### src/rtl/tdm_demux_if.sv
// Bus between a TDM sample source and the tdm_demux receiver.
// The source drives din/din_valid/frame_start; the demux drives the rebuilt frame and status.
interface tdm_demux_if #(
  parameter int WIDTH = 1,
  parameter int LANES = 4
);
  localparam int SEL_W = $clog2(LANES);

  logic [WIDTH-1:0]       din;
  logic                   din_valid;
  logic                   frame_start;
  logic [LANES*WIDTH-1:0] out;
  logic                   out_valid;
  logic [SEL_W-1:0]       select;
  logic                   busy;
  logic                   frame_err;

  // Accept rule: a sample is taken on any rising edge with din_valid=1.
  // There is no back-pressure. out_valid and frame_err are single-cycle pulses.
  modport master (
    output din, din_valid, frame_start,
    input  out, out_valid, select, busy, frame_err
  );

  modport slave (
    input  din, din_valid, frame_start,
    output out, out_valid, select, busy, frame_err
  );
endinterface

### src/rtl/tdm_demux.sv
// TDM demultiplexer: collects LANES serialized samples per frame into a parallel word.
// Slot k of a frame lands at out[k*WIDTH +: WIDTH]. An early frame_start aborts and restarts the frame.
module tdm_demux #(
  parameter int WIDTH = 1,
  parameter int LANES = 4
) (
  input  logic         clk,
  input  logic         rst_n,
  tdm_demux_if.slave   bus
);
  localparam int SEL_W = $clog2(LANES);
  localparam logic [SEL_W-1:0] LAST_SLOT = SEL_W'(LANES - 1);

  typedef enum logic [0:0] {IDLE, COLLECT} state_t;

  state_t                       state_q, state_d;
  logic [SEL_W-1:0]             sel_q, sel_d;
  logic [LANES-2:0][WIDTH-1:0]  shadow_q, shadow_d;
  logic [LANES*WIDTH-1:0]       out_q, out_d;
  logic                         out_valid_q, out_valid_d;
  logic                         err_q, err_d;
  logic                         busy_q, busy_d;
  logic [1:0]                   rst_sync;
  logic                         rst_int_n;

  // Reset asserts immediately and releases two clock edges after rst_n rises.
  always_ff @(posedge clk or negedge rst_n) begin
    if (!rst_n) rst_sync <= '0;
    else        rst_sync <= {rst_sync[0], 1'b1};
  end
  assign rst_int_n = rst_sync[1];

  always_ff @(posedge clk or negedge rst_int_n) begin
    if (!rst_int_n) begin
      state_q     <= IDLE;
      sel_q       <= '0;
      shadow_q    <= '0;
      out_q       <= '0;
      out_valid_q <= 1'b0;
      err_q       <= 1'b0;
      busy_q      <= 1'b0;
    end else begin
      state_q     <= state_d;
      sel_q       <= sel_d;
      shadow_q    <= shadow_d;
      out_q       <= out_d;
      out_valid_q <= out_valid_d;
      err_q       <= err_d;
      busy_q      <= busy_d;
    end
  end

  always_comb begin
    state_d     = state_q;
    sel_d       = sel_q;
    shadow_d    = shadow_q;
    out_d       = out_q;
    out_valid_d = 1'b0;
    err_d       = 1'b0;

    if (bus.din_valid) begin
      unique case (state_q)
        IDLE: begin
          // Samples outside a frame are dropped until a frame_start arrives.
          if (bus.frame_start) begin
            shadow_d[0] = bus.din;
            sel_d       = SEL_W'(1);
            state_d     = COLLECT;
          end
        end
        COLLECT: begin
          if (bus.frame_start) begin
            // A restart wins even on the last slot position: partial frame is dropped.
            err_d       = 1'b1;
            shadow_d[0] = bus.din;
            sel_d       = SEL_W'(1);
          end else if (sel_q == LAST_SLOT) begin
            out_d       = {bus.din, shadow_q};
            out_valid_d = 1'b1;
            sel_d       = '0;
            state_d     = IDLE;
          end else begin
            for (int i = 0; i < LANES - 1; i++) begin
              if (sel_q == SEL_W'(i)) shadow_d[i] = bus.din;
            end
            sel_d = sel_q + SEL_W'(1);
          end
        end
        default: state_d = IDLE;
      endcase
    end

    busy_d = (state_d == COLLECT);
  end

  assign bus.out       = out_q;
  assign bus.out_valid = out_valid_q;
  assign bus.select    = sel_q;
  assign bus.busy      = busy_q;
  assign bus.frame_err = err_q;
endmodule

### src/flat_wrapper.sv
// flat-port wrapper written by rule: the top's interface ports become plain ports
module tdm_demux_flat 
#(
  parameter int WIDTH = 1,
  parameter int LANES = 4
)
  (clk, rst_n, bus_din, bus_din_valid, bus_frame_start, bus_out, bus_out_valid, bus_select, bus_busy, bus_frame_err);
  tdm_demux_if #(.WIDTH(WIDTH), .LANES(LANES)) bus_i ();
  input  logic clk;
  input  logic rst_n;
  input wire logic [$bits(bus_i.din)-1:0] bus_din;
  input wire logic [$bits(bus_i.din_valid)-1:0] bus_din_valid;
  input wire logic [$bits(bus_i.frame_start)-1:0] bus_frame_start;
  output wire logic [$bits(bus_i.out)-1:0] bus_out;
  output wire logic [$bits(bus_i.out_valid)-1:0] bus_out_valid;
  output wire logic [$bits(bus_i.select)-1:0] bus_select;
  output wire logic [$bits(bus_i.busy)-1:0] bus_busy;
  output wire logic [$bits(bus_i.frame_err)-1:0] bus_frame_err;
  assign bus_i.din = bus_din;
  assign bus_i.din_valid = bus_din_valid;
  assign bus_i.frame_start = bus_frame_start;
  assign bus_out = bus_i.out;
  assign bus_out_valid = bus_i.out_valid;
  assign bus_select = bus_i.select;
  assign bus_busy = bus_i.busy;
  assign bus_frame_err = bus_i.frame_err;
  tdm_demux #(.WIDTH(WIDTH), .LANES(LANES)) u_core (.clk(clk), .rst_n(rst_n), .bus(bus_i));
endmodule
### config.mk
export PLATFORM = sky130hd
export DESIGN_NAME = tdm_demux_flat
export DESIGN_NICKNAME = d
export VERILOG_FILES = /design/src/rtl/tdm_demux_if.sv /design/src/rtl/tdm_demux.sv /design/src/flat_wrapper.sv
export SDC_FILE = /design/constraint.sdc
export NUM_CORES = 1
export LEC_CHECK = 0
export ABC_AREA = 1
export BUFFER_PORTS_ARGS = -buffer_cell sky130_fd_sc_hd__clkbuf_2
export CAP_MARGIN = 15
export CORE_MARGIN = 5
export CORE_UTILIZATION = 44
export DETAILED_ROUTE_END_ITERATION = 6
export PLACE_DENSITY = 0.78
export SYNTH_ARGS = -nofsm -noshare
export SYNTH_HDL_FRONTEND = slang
export SYNTH_SLANG_ARGS = --single-unit
### constraint.sdc
create_clock -name clk -period 0.8 [get_ports clk]
set_clock_uncertainty 0.05 [all_clocks]
set_input_delay 0.04 -clock clk [delete_from_list [all_inputs] [get_ports clk]]
set_output_delay 0.04 -clock clk [all_outputs]
set_load 0.01 [all_outputs]
==> impl_metrics.py <==
metrics = {
    "worst_setup_path": {
        "r2r_start": "u_core.bus.select[1]$_DFFE_PN0P_",
        "crit_slowest_cell": "dfrtp_2",
        "critPathKind": "reg -> reg",
        "r2r_cells": 7,
        "endpoint": "u_core.shadow_q[0]$_DFFE_PN0P_",
        "cp-startpoint": "u_core.bus.select[1]$_DFFE_PN0P_",
        "worst_setup_path_start_kind": "flop",
        "endpoint_kind": "flop",
        "cp.arrival_ps": 1280,
        "rr_endpoint": "u_core.shadow_q[0]$_DFFE_PN0P_",
        "path_common_cell": "nand2_1",
        "crit_chain": "inv_4, ha_4, nor2_2, nand2_1, nand3_1, nand2_1, nand2_1",
        "path_max_fanout": 4,
        "rrSetupSlack_ps": -350,
        "slowest_delay_ps": 460,
        "cp.required_ps": 930,
    },
    "pwr": {
        "pwr-share-clk_pct": 21.2,
        "p_int_mw": 1.63,
        "switching_share_pct": 33.0,
        "leakagePower_nw": 0.476,
        "power_frac_comb_pct": 36.5,
        "switching_power_uw": 801,
        "peakVddDrop_uv": 1410,
        "powerDensity_nw_per_um2": 2600,
        "p_total_mw": 2.43,
        "seqPwrFrac_pct": 42.3,
    },
    "global_routing": {
        "track_usage_pct": 14.8,
        "grt_pass1_wl_microns": 2230,
        "grt_pass1_vias": 540,
        "gr-total-overflow": 0,
        "antenna_found_initial": 0,
        "grt_max_degree": 13,
    },
    "timing": {
        "max_freq_mhz": 866,
        "min_period_over_period_pct": 144,
        "hold_ws_ps": 41.0,
        "rsz0062_at_grt": "true",
        "finalSetupViolCount": 21,
        "setup_ws_ps": -354,
        "min_period_ps": 1150,
        "maxSlewViolCount": 0,
        "hold_violations": 0,
    },
    "layout": {
        "final_cell_mix": "19 x nand2_1, 11 x clkbuf_2, 11 x dfrtp_1, 9 x buf_4, 4 x o21ai_1",
        "fin_nets": 103,
        "final_common_cell": "nand2_1",
        "layout-drive-gt1-share_pct": 50.5,
        "final_cells": 108,
        "area_growth_pct": 52.0,
        "finalCoreUtilization_pct": 70.8,
        "diodes": 0,
    },
    "synthesis": {
        "synth-seq-cells": 14,
        "synth.area.top_cells": "dfrtp_1 57%, nand2_1 12%, ha_1 8.2%",
        "synthDistinctLibCells": 14,
        "syn_nets": 73,
        "synthCells": 64,
        "synthFlopType": "dfrtp_1",
        "yosysTopAreaCell": "dfrtp_1",
        "synth_edf_count": 0,
        "netlist_area_sq_um": 613,
        "synth_warnings": 0,
        "ys_seq_area_share_pct": 57.1,
        "netlist.area_leader.share_pct": 57.1,
        "synthArstFlopShare_pct": 100,
        "syn-mean-instance-area_sq_um": 9.58,
    },
    "placement": {
        "pre_cts_ws_ps": -321,
        "dp_hpwl_microns": 934,
        "numPortBuffers": 13,
        "dp.cells": 97,
        "gp_congestion": 0.737,
    },
    "routing": {
        "wire_per_inst_microns": 13.1,
        "num_vias": 527,
        "first_pass_iters": 4,
        "drc": 0,
        "drt_iter0_drc": 8,
        "totalWireLength_microns": 1420,
        "routed_via_density": 4.88,
        "ant_nets": 0,
    },
    "status": {
        "outcome": "finished, violations left",
        "violations": "setup timing",
    },
    "floorplanning": {
        "rows": 13,
        "initial_utilization_pct": 46.5,
        "die_h_microns": 47.3,
        "coreArea_sq_um": 1320,
        "die_w_microns": 47.3,
        "io_pins": 14,
        "die_area_sq_um": 2240,
    },
    "clocking": {
        "cts_made_buffers": 3,
        "clock_path_buffers": 2,
        "cts.sinks": 14,
        "cts.clk_slew.worst_paths_ps": 90,
        "cts.htree.levels": 1,
        "clk_latency_ps": 280,
        "root_buffer": "clkbuf_4",
        "cts_tree": "done",
    },
    "job": {
        "drv_cap": 0,
    },
    "worst_hold_path": {
        "hold_path_class": "in -> async",
    },
}
==> critical path, delay by kind of cell (launching register included) <==
kind | cells | cell delay, ps
flops | 1 | 460
simple gates | 5 | 310
fa+ha+maj | 1 | 130
buf+inv | 1 | 90
==> sequential cells by signal (all words and copies together) (netlist names) <==
name	flops
u_core.state_q	1
u_core.shadow_q	3
u_core.rst_sync	2
u_core.bus.select	2
u_core.bus.out_valid	1
u_core.bus.out	4
u_core.bus.frame_err	1
==> per-layer routing <==
layer  GRT usage, %  wire, microns  vias up
met5              0              0        -
met2           28.9            784       14
met3           6.13             84        2
met1           14.1            541      254
li1               -              -      257
met4           3.31              4        0
==> synth_stat cells, types with 2 or more instances <==
cell and count:
o21ai_0 4, nand3_1 5, nor2_1 4, clkinv_2 2
dfrtp_1 14, inv_1 5, nand2_1 20, ha_1 4
==> kinds of logic (layout without fill, tap and decap cells) <==
| logic type | Yosys count | count (layout) | share of synthesized area [%] |
|---|---|---|---|
| DFF | 14 | 14 | 57.1 |
| buffers and inverters | 7 | 36 | 4.69 |
| and+or+nand+nor | 31 | 31 | 22.7 |
| adders and majority gates | 4 | 4 | 8.16 |
| other | 1 | 1 | 0.612 |
| AOI/OAI and AO/OA | 7 | 7 | 6.73 |
==> final cells by class <==
type	instances	area (sq um)
Multi-Input combinational cell	43	305
Sequential cell	14	354
Inverter	7	41.3
Clock buffer	4	36.3
Fill cell	103	385
Tap cell	15	18.8
Timing Repair Buffer	25	176
==> power groups by stage <==
stage / logic (mW) / clock network, mW / registers, mW
after floorplan: 0.318 / 0 / 1.07
after global placement: 0.613 / 0 / 1.01
after detailed placement: 0.641 / 0 / 1.03
after CTS: 0.805 / 0.524 / 1.02
after global routing: 0.979 / 0.564 / 1.05
final: 0.885 / 0.514 / 1.03
==> metrics by stage <==
| stage | setup TNS (ps) | cell area (sq um) |
|---|---|---|
| 6_report | -4640 | 932 |
| 5_1_grt | -5630 | 932 |
| 4_1_cts | -4620 | 900 |
| 3_5_place_dp | -3000 | 773 |
| 3_3_place_gp | -2740 | 773 |
| 2_1_floorplan | -2580 | 652 |
==> how the worst min path moves through the flow <==
stage	to	slack [ps]	cells past startpoint
2_1_floorplan	u_core.rst_sync[0]$_DFF_PN0_	-310	0
3_3_place_gp	u_core.rst_sync[1]$_DFF_PN0_	-220	1
3_5_place_dp	u_core.rst_sync[1]$_DFF_PN0_	-220	1
4_1_cts	u_core.rst_sync[0]$_DFF_PN0_	20	2
5_1_grt	u_core.rst_sync[0]$_DFF_PN0_	20	2
6_report	u_core.rst_sync[0]$_DFF_PN0_	40	2
==> timing repair <==
item	4_1_cts	5_1_grt
buffers inserted	4	1
resized for setup	12	9
pin swaps	4	2
hold buffers	2	0
endpoints found under the setup margin	21	21
endpoints found under the hold margin	5	0
No activity file was read; power rests on OpenSTA's default activity.
